==> src/rtl/spot_centroid_tracker.sv <==
// Bright-spot centroid engine: gates pixels by window and per-channel threshold,
// accumulates count and coordinate sums per frame, then divides once per frame.
module spot_centroid_tracker #(
  parameter int unsigned NUM_CH     = 3,
  parameter int unsigned CH_W       = 4,
  parameter int unsigned X_W        = 11,
  parameter int unsigned Y_W        = 10,
  parameter int unsigned CNT_W      = 16,
  parameter int unsigned MIN_PIXELS = 4
) (
  input  logic                   clk_in,
  input  logic                   rst_in,
  input  logic [NUM_CH*CH_W-1:0] pixel_in,
  input  logic                   pixel_valid_in,
  input  logic [X_W-1:0]         x_in,
  input  logic [Y_W-1:0]         y_in,
  input  logic                   frame_done_in,
  input  logic [CH_W-1:0]        thresh_in,
  input  logic                   mode_any_in,
  input  logic [X_W-1:0]         x_min_in,
  input  logic [X_W-1:0]         x_max_in,
  input  logic [Y_W-1:0]         y_min_in,
  input  logic [Y_W-1:0]         y_max_in,
  output logic [X_W-1:0]         centroid_x_out,
  output logic [Y_W-1:0]         centroid_y_out,
  output logic [CNT_W-1:0]       count_out,
  output logic                   found_out,
  output logic                   saturated_out,
  output logic                   result_valid_out,
  output logic                   busy_out,
  output logic                   overrun_out
);

  localparam int unsigned PIX_W = NUM_CH * CH_W;
  localparam int unsigned SX_W  = X_W + CNT_W;
  localparam int unsigned SY_W  = Y_W + CNT_W;
  localparam int unsigned DW    = SX_W;
  localparam int unsigned IT_W  = $clog2(DW + 1);

  typedef enum logic [1:0] {S_IDLE, S_DIV, S_DONE} state_e;

  // Pixel qualification: window bounds and per-channel threshold
  logic any_hit_c, all_hit_c, in_win_c, qual_c;

  always_comb begin
    any_hit_c = 1'b0;
    all_hit_c = 1'b1;
    for (int i = 0; i < NUM_CH; i++) begin
      if (pixel_in[PIX_W - CH_W*(i+1) +: CH_W] > thresh_in) any_hit_c = 1'b1;
      else                                                  all_hit_c = 1'b0;
    end
  end

  // An inverted window (min > max) admits no coordinate, so no extra term is needed
  assign in_win_c = (x_in >= x_min_in) && (x_in <= x_max_in) &&
                    (y_in >= y_min_in) && (y_in <= y_max_in);
  assign qual_c   = pixel_valid_in && in_win_c && (mode_any_in ? any_hit_c : all_hit_c);

  // Frame accumulators; *_acc includes this cycle's pixel and is the snapshot source
  logic [CNT_W-1:0] cnt_q, cnt_acc, cnt_d;
  logic [SX_W-1:0]  sum_x_q, sum_x_acc, sum_x_d;
  logic [SY_W-1:0]  sum_y_q, sum_y_acc, sum_y_d;
  logic             sat_q, sat_acc, sat_d;
  logic             cnt_full_c, take_c;

  assign cnt_full_c = (cnt_q == '1);
  assign take_c     = qual_c && !cnt_full_c;
  assign cnt_acc    = take_c ? cnt_q + CNT_W'(1)     : cnt_q;
  assign sum_x_acc  = take_c ? sum_x_q + SX_W'(x_in) : sum_x_q;
  assign sum_y_acc  = take_c ? sum_y_q + SY_W'(y_in) : sum_y_q;
  assign sat_acc    = sat_q | (qual_c & cnt_full_c);

  assign cnt_d   = frame_done_in ? '0   : cnt_acc;
  assign sum_x_d = frame_done_in ? '0   : sum_x_acc;
  assign sum_y_d = frame_done_in ? '0   : sum_y_acc;
  assign sat_d   = frame_done_in ? 1'b0 : sat_acc;

  always_ff @(posedge clk_in) begin
    if (rst_in) begin
      cnt_q   <= '0;
      sum_x_q <= '0;
      sum_y_q <= '0;
      sat_q   <= 1'b0;
    end else begin
      cnt_q   <= cnt_d;
      sum_x_q <= sum_x_d;
      sum_y_q <= sum_y_d;
      sat_q   <= sat_d;
    end
  end

  // Restoring divider step; the dividend register shifts quotient bits in from the LSB
  state_e           state_q;
  logic [CNT_W-1:0] divisor_q, x_rem_q, y_rem_q, snap_cnt_q;
  logic [DW-1:0]    x_div_q, y_div_q;
  logic [IT_W-1:0]  iter_q;
  logic             snap_sat_q;
  logic [CNT_W:0]   x_trial_c, y_trial_c;
  logic             x_ge_c, y_ge_c;
  logic [CNT_W-1:0] x_rem_step_c, y_rem_step_c;

  assign x_trial_c    = {x_rem_q, x_div_q[DW-1]};
  assign y_trial_c    = {y_rem_q, y_div_q[DW-1]};
  assign x_ge_c       = (x_trial_c >= {1'b0, divisor_q});
  assign y_ge_c       = (y_trial_c >= {1'b0, divisor_q});
  assign x_rem_step_c = x_ge_c ? CNT_W'(x_trial_c - {1'b0, divisor_q}) : x_trial_c[CNT_W-1:0];
  assign y_rem_step_c = y_ge_c ? CNT_W'(y_trial_c - {1'b0, divisor_q}) : y_trial_c[CNT_W-1:0];

  logic [X_W-1:0]   centroid_x_q;
  logic [Y_W-1:0]   centroid_y_q;
  logic [CNT_W-1:0] count_q;
  logic             found_q, saturated_q, result_valid_q, busy_q, overrun_q;

  always_ff @(posedge clk_in) begin
    if (rst_in) begin
      state_q        <= S_IDLE;
      divisor_q      <= '0;
      x_rem_q        <= '0;
      y_rem_q        <= '0;
      x_div_q        <= '0;
      y_div_q        <= '0;
      iter_q         <= '0;
      snap_cnt_q     <= '0;
      snap_sat_q     <= 1'b0;
      centroid_x_q   <= '0;
      centroid_y_q   <= '0;
      count_q        <= '0;
      found_q        <= 1'b0;
      saturated_q    <= 1'b0;
      result_valid_q <= 1'b0;
      busy_q         <= 1'b0;
      overrun_q      <= 1'b0;
    end else begin
      result_valid_q <= 1'b0;
      if (frame_done_in && (state_q != S_IDLE)) overrun_q <= 1'b1;
      case (state_q)
        S_IDLE: begin
          if (frame_done_in) begin
            divisor_q  <= cnt_acc;
            x_div_q    <= sum_x_acc;
            y_div_q    <= DW'(sum_y_acc);
            x_rem_q    <= '0;
            y_rem_q    <= '0;
            iter_q     <= '0;
            snap_cnt_q <= cnt_acc;
            snap_sat_q <= sat_acc;
            // An empty frame has zero sums, so the quotient registers already hold 0
            busy_q     <= (cnt_acc != '0);
            state_q    <= (cnt_acc == '0) ? S_DONE : S_DIV;
          end
        end
        S_DIV: begin
          x_rem_q <= x_rem_step_c;
          y_rem_q <= y_rem_step_c;
          x_div_q <= {x_div_q[DW-2:0], x_ge_c};
          y_div_q <= {y_div_q[DW-2:0], y_ge_c};
          iter_q  <= iter_q + IT_W'(1);
          if (iter_q == IT_W'(DW - 1)) begin
            busy_q  <= 1'b0;
            state_q <= S_DONE;
          end
        end
        S_DONE: begin
          centroid_x_q   <= x_div_q[X_W-1:0];
          centroid_y_q   <= y_div_q[Y_W-1:0];
          count_q        <= snap_cnt_q;
          found_q        <= (snap_cnt_q >= CNT_W'(MIN_PIXELS));
          saturated_q    <= snap_sat_q;
          result_valid_q <= 1'b1;
          state_q        <= S_IDLE;
        end
        default: state_q <= S_IDLE;
      endcase
    end
  end

  assign centroid_x_out   = centroid_x_q;
  assign centroid_y_out   = centroid_y_q;
  assign count_out        = count_q;
  assign found_out        = found_q;
  assign saturated_out    = saturated_q;
  assign result_valid_out = result_valid_q;
  assign busy_out         = busy_q;
  assign overrun_out      = overrun_q;

endmodule
==> config.mk <==
export PLATFORM = sky130hd
export DESIGN_NAME = spot_centroid_tracker
export DESIGN_NICKNAME = d
export VERILOG_FILES = /design/src/rtl/spot_centroid_tracker.sv
export SDC_FILE = /design/constraint.sdc
export NUM_CORES = 1
export LEC_CHECK = 0
export ABC_AREA = 1
export BUFFER_PORTS_ARGS = -buffer_cell sky130_fd_sc_hd__clkbuf_2
export CORE_MARGIN = 2
export CORE_UTILIZATION = 39
export DETAILED_ROUTE_END_ITERATION = 10
export PLACE_DENSITY = 0.57
export SLEW_MARGIN = 25
export SYNTH_ARGS = -nofsm -noshare
export SYNTH_HDL_FRONTEND = slang
export SYNTH_SLANG_ARGS = --single-unit
==> constraint.sdc <==
create_clock -name clk_in -period 5.55 [get_ports clk_in]
set_clock_uncertainty 0.1 [all_clocks]
set_input_delay 0 -clock clk_in [delete_from_list [all_inputs] [get_ports clk_in]]
set_output_delay 0 -clock clk_in [all_outputs]
set_load 0.01 [all_outputs]
After elaboration in Yosys (flattened, before gate mapping):

Index checks and enable logic that the tools add are counted.

* equality and inequality tests: 6
* magnitude comparators: 10
* add/subtract/negate cells: 6
* reductions and logical operators: 18
* bitwise logic cells: 2
* mux-type cells: 28

Operators with widths (number)
* 27-bit case mux with 2 select lines: 2
* 27-bit two-way mux: 3
* 16-bit two-way mux: 4
* 16-bit case mux with 2 select lines: 2
* 17-bit by 16-bit >= comparator with 1-bit output: 2
* 16-bit subtractor: 2
* 27-bit by 11-bit adder with 27-bit output: 1
* 26-bit by 10-bit adder with 26-bit output: 1
* 26-bit two-way mux: 1
* 16-bit by 1-bit adder with 16-bit output, second input constant: 1
* 16-bit equality test, second input constant: 1
* 16-bit by 3-bit >= comparator with 1-bit output, second input constant: 1
* 16-bit logical NOT: 1
* 16-bit nonzero test: 1
* 4-bit greater-than comparator: 3
* 11-bit >= comparator: 1
* 11-bit <= comparator: 1
* 10-bit >= comparator: 1
* 10-bit <= comparator: 1
* 5-bit case mux with 2 select lines: 1
* 1-bit two-way mux: 9
* 1-bit logical AND: 7
* 2-bit two-way mux: 3
* 2-bit AND reduction: 3
* 15 further kinds: 17

* register bits: 222
* bits of input ports: 84
* output and inout port bits: 42
* word-level logic and storage cells: 90

Longest topological paths before layout:

* word-level depth: 12
* gate-level depth with buffers: 24
* gate-level depth less buffers: 23

Least setup slack after synthesis:

Ideal clock, no wire load.

* kind: reg-to-reg
* start point: reg x_div_q[26]
* end point: reg x_rem_q[14]
* path slack: 3145 ps
* cell stages (with the launch flop): 17
* data required time: 5322 ps
* setup time: 128 ps
* arrival time: 2177 ps
* clock period less this slack: 2405 ps
* path buffers: 0
* path through: dfxtp_1 -> inv_1 -> ha_1 -> fa_1 -> o21ai_0 -> inv_1 -> o221ai_1 -> nand2_1 -> nand2_1 -> nand2_1 -> nand2_1 -> nand3_1 -> nand2_1 -> xor2_1 -> nor2_1 -> nor2_1 -> nor2_1

* word-level cells in the longest chain between the ends: 3
* elaborated cells between the ends (all ways): 4
* classes of those cells: add/sub: 1; order compare: 1; mux: 2

RTL lines
* start: declaration: RTL line 95 `logic [DW-1:0] x_div_q, y_div_q;`
* start signal: assignment: RTL line 140 `x_div_q <= sum_x_acc;`
* start signal: assignment: RTL line 155 `x_div_q <= {x_div_q[DW-2:0], x_ge_c};`
* 16-bit subtractor / 17-bit by 16-bit >= comparator with 1-bit output (equally long branches): RTL line 106, 104
* 16-bit two-way mux (*): RTL line 106 `assign x_rem_step_c = x_ge_c ? CNT_W'(x_trial_c - {1'b0, divisor_q}) : x_trial_c[CNT_W-1:0];`
* 16-bit case mux with 2 select lines (*): RTL line 136 `case (state_q)`
* end signal: assignment: RTL line 153 `x_rem_q <= x_rem_step_c;`
* end: declaration: RTL line 94 `logic [CNT_W-1:0] divisor_q, x_rem_q, y_rem_q, snap_cnt_q;`

Mark *: on every way between the ends. The rest lies on a longest branch, timed or not.
A chain may end at the register's enable or synchronous reset.

==> metrics.md <==
| Metric | Value |
|---|---|
| Synth Area in Compound Gates | `a little under a fifth` |
| H-Tree Depth | `1` |
| Clock Path Buffers | `3` |
| Clk Latency, worst-skew pair | `around 0.54 ns` |
| Synth cell types | `58` |
| # DRC | `0` |
| Hold Slack | `slightly below 0.02 ns` |
| Ys async rst share | `0%` |
| Most frequent cells after synthesis | `nand2_1 (431), inv_1 (240), dfxtp_1 (222), nor2_1 (215), a21oi_1 (210)` |
| Via Count | `around 13,000` |
| Detailed Routing Iterations Pass 1 | `5` |
| Largest family of logic cells by synthesized area | `simple AND/OR/NAND/NOR gates` |
| Max Fclk | `0.315 GHz` |
| Max-slew violations | `0` |
| Setup TNS | `0 ns` |
| Site Rows | `between 60 and 70` |
| Mapped cell area | `0.0139 mm^2` |
| Nets | `about 2,300` |
| Status | `completed` |
| Pwr/cell area | `~250 mW/mm^2` |
| GRT overflow | `0` |
| Setup CP Type | `flip-flop to flip-flop` |
| Post-CTS setup buffer count | `0` |
| Adder-cell share of the synthesized area | `between 10% and 20%` |
| Die H | `between 150 and 200 um` |
| Post-synth EDFFs | `0` |
| Synth top area cells | `dfxtp_1 (32%), nand2_1 (12%), ha_1 (9.9%)` |
| Switching share of total power | `about 28%` |
| Max-cap violations | `0` |
| First-pass GRT wire length | `about 64,000 um` |
| Hpwl dp | `between 20,000 and 30,000 um` |
| Yosys top cell area share | `roughly a third` |
| Vias in the first global route | `around 13,000` |
| #FFs+latches synth | `222` |
| Ant diodes | `0` |
| Crit path arrival time | `roughly 3.5 ns` |
| Die Wd | `~190 um` |
| WL/cell | `15.1 um` |
| Final ANT Viol Nets | `0` |
| Worst reg-to-reg setup slack | `approximately 2.4 ns` |
| Vias per cell | `5.09` |
| Clock sink total | `~220` |
| Ys Warns | `0` |
| Slew margin rel. | `roughly two fifths` |
| Post-Synth XOR/XNOR Area | `under 10%` |
| Core area | `about 0.035 mm^2` |
| CTS Buf Count | `27` |
| Layout area overhead | `13.5%` |
| Post-Syn Area per Cell | `a little under 7 um^2` |
| Syn Nets | `between 2,000 and 2,500` |
| Startpoint Class | `flip-flop` |
| Io pins | `~130` |
| CP max FO | `15` |
| Leakage power | `around 7.4 nW` |
| Tmin final | `approximately 3.2 ns` |
| PortBufs | `around 130` |
| Critical Path End Type | `flip-flop` |
| Initial antenna violation count | `0` |
| Overall routed net length | `approximately 39,000 um` |
| Hold Crit Class | `input port to flip-flop` |
| Worst slew pin tran | `a little over 0.9 ns` |
| Die ar. | `about 0.037 mm^2` |
| Simple-gate portion of the synthesized area | `between 20% and 30%` |
| Most frequent cell after synthesis | `nand2_1` |
| Routability Congestion | `0.881` |
| Largest net degree at the start of global routing | `just over 70` |
| Sequential area share after synthesis | `a little under a third` |
| Initial detailed-routing violation count | `roughly 750` |
| Final Setup Violations | `0` |
| Final hold violations | `0` |
| Fin crit share | `57.2%` |
| Critical Path RT | `between 5 and 6 ns` |
| Worst-path clk slew | `0.06 ns` |
| CTS Root Cell | `clkbuf_16` |
| Post-synthesis mux area share | `less than 1%` |
| Mapped Cells | `2,022` |
| Leading area contributor after synthesis | `dfxtp_1` |
| Int Pwr | `between 2 and 3 mW` |
| Initial Util | `roughly two fifths` |
| Share of cells above drive strength 1 | `between 10% and 20%` |
| Comb pwr share | `14.4%` |
| Clk pwr share | `a little over two fifths` |
| CTS tree | `built` |
| RSZ-0062 raised after global routing | `no` |
| Net load switching power | `1.09 mW` |
| Reg power frac | `41.8%` |
| Max VDD drop | `between 0.2 and 0.25 mV` |
| Ys flop type | `dfxtp_1` |
| GRT Overall Usage | `between 20% and 30%` |
flip-flops by register name, summed over array words and instances, names as in the netlist, 2 cells and up:
name,flops
snap_cnt_q,16
x_div_q,27
state_q,2
x_rem_q,16
sum_x_q,27
centroid_y_out,10
sum_y_q,26
centroid_x_out,11
y_div_q,27
cnt_q,16
iter_q,5
y_rem_q,16
count_out,16
path summary, 6_finish.rpt:
kind | start | to | cells after the start
setup / recovery | snap_cnt_q[5] | x_rem_q[11] | 13
setup reg to reg | snap_cnt_q[5] | x_rem_q[11] | 13
hold reg to reg | x_div_q[24] | x_div_q[24] | 2
hold / removal | y_in[1] | sum_y_q[1] | 6
cell usage in the layout (no fill, tap or decap), types with 4 or more instances in the layout:
cell type | netlist | routed
o21ai_1 | 16 | 16
nand3_1 | 62 | 62
nor3b_1 | 6 | 6
inv_2 | 6 | 7
clkbuf_8 | 0 | 5
fa_1 | 4 | 4
nor4_1 | 10 | 10
clkbuf_2 | 0 | 124
a21oi_1 | 210 | 210
o21a_1 | 5 | 5
clkinv_2 | 0 | 5
clkbuf_16 | 0 | 27
o21bai_1 | 4 | 4
o21ai_0 | 150 | 150
nand4_1 | 42 | 42
o211ai_1 | 45 | 45
nor2_2 | 5 | 6
inv_1 | 240 | 238
nor2_1 | 215 | 213
nand2_1 | 431 | 431
dfxtp_1 | 222 | 222
a211oi_1 | 4 | 4
xor2_1 | 50 | 50
a31oi_1 | 4 | 4
nor3_1 | 25 | 25
dlygate4sd3_1 | 0 | 7
xnor2_1 | 30 | 30
ha_1 | 110 | 110
buf_4 | 4 | 15
power groups by stage:
| stage | sequential, mW | combinational (mW) | clock [mW] |
|---|---|---|---|
| finish | 1.65 | 0.569 | 1.73 |
| CTS | 1.65 | 0.572 | 1.77 |
| detailed placement | 1.69 | 0.564 | 0 |
| global route | 1.66 | 0.645 | 1.83 |
| global placement | 1.69 | 0.560 | 0 |
| floorplan | 1.69 | 0.380 | 0 |
logic make-up after synthesis:
group | count (synthesis)
simple gates | 817
compound gates | 457
buf+inv | 330
flops | 222
fa+ha+maj | 114
xor+xnor | 81
mux | 1
worst max-delay path: stages, from the launching register on:
cell	delay, ns
dfxtp_1	0.29
inv_1	0.23
ha_1	0.34
nand2_1	0.11
nor2_1	0.05
inv_1	0.06
nor3_1	0.05
a311oi_1	0.72
buf_4	0.30
nand2_4	0.11
nand2_2	0.34
o21ai_0	0.14
o21ai_0	0.17
inv_1	0.05
cell type report:
type                            count  area [um^2]
Sequential cell                   222         4440
Fill cell                        3627        19500
Tap cell                          461          577
Clock buffer                       34          752
Multi-Input combinational cell   1470         8160
Timing Repair Buffer              146          803
Clock inverter                     10          110
Inverter                          246          923
what timing repair did:
| action | in CTS | in global routing |
|---|---|---|
| resized for setup | 0 | 0 |
| endpoints found under the hold margin | 58 | 0 |
| hold buffers | 7 | 0 |
stage by stage:
stage               setup WS, ns  power (mW)  std cells  area, um^2  util, %
floorplan                   3.15        2.07       2022       13900        -
global placement            2.39        2.25       2538       14800     42.0
detailed placement          2.37        2.25       2538       14800     42.0
CTS                         2.36        4.00       2589       15800     44.7
global route                2.06        4.13       2589       15800     44.7
finish                      2.38        3.96       2589       15800     44.7
per-layer routing:
metal	up-vias	global-route usage, %	share of wire (%)
met1	6066	28.6	48
met4	0	4.64	1.9
li1	6849	-	-
met5	-	0	0
met2	233	36.2	46
met3	42	2.38	3.7
Note: power is estimated with default switching activity, not from simulation.
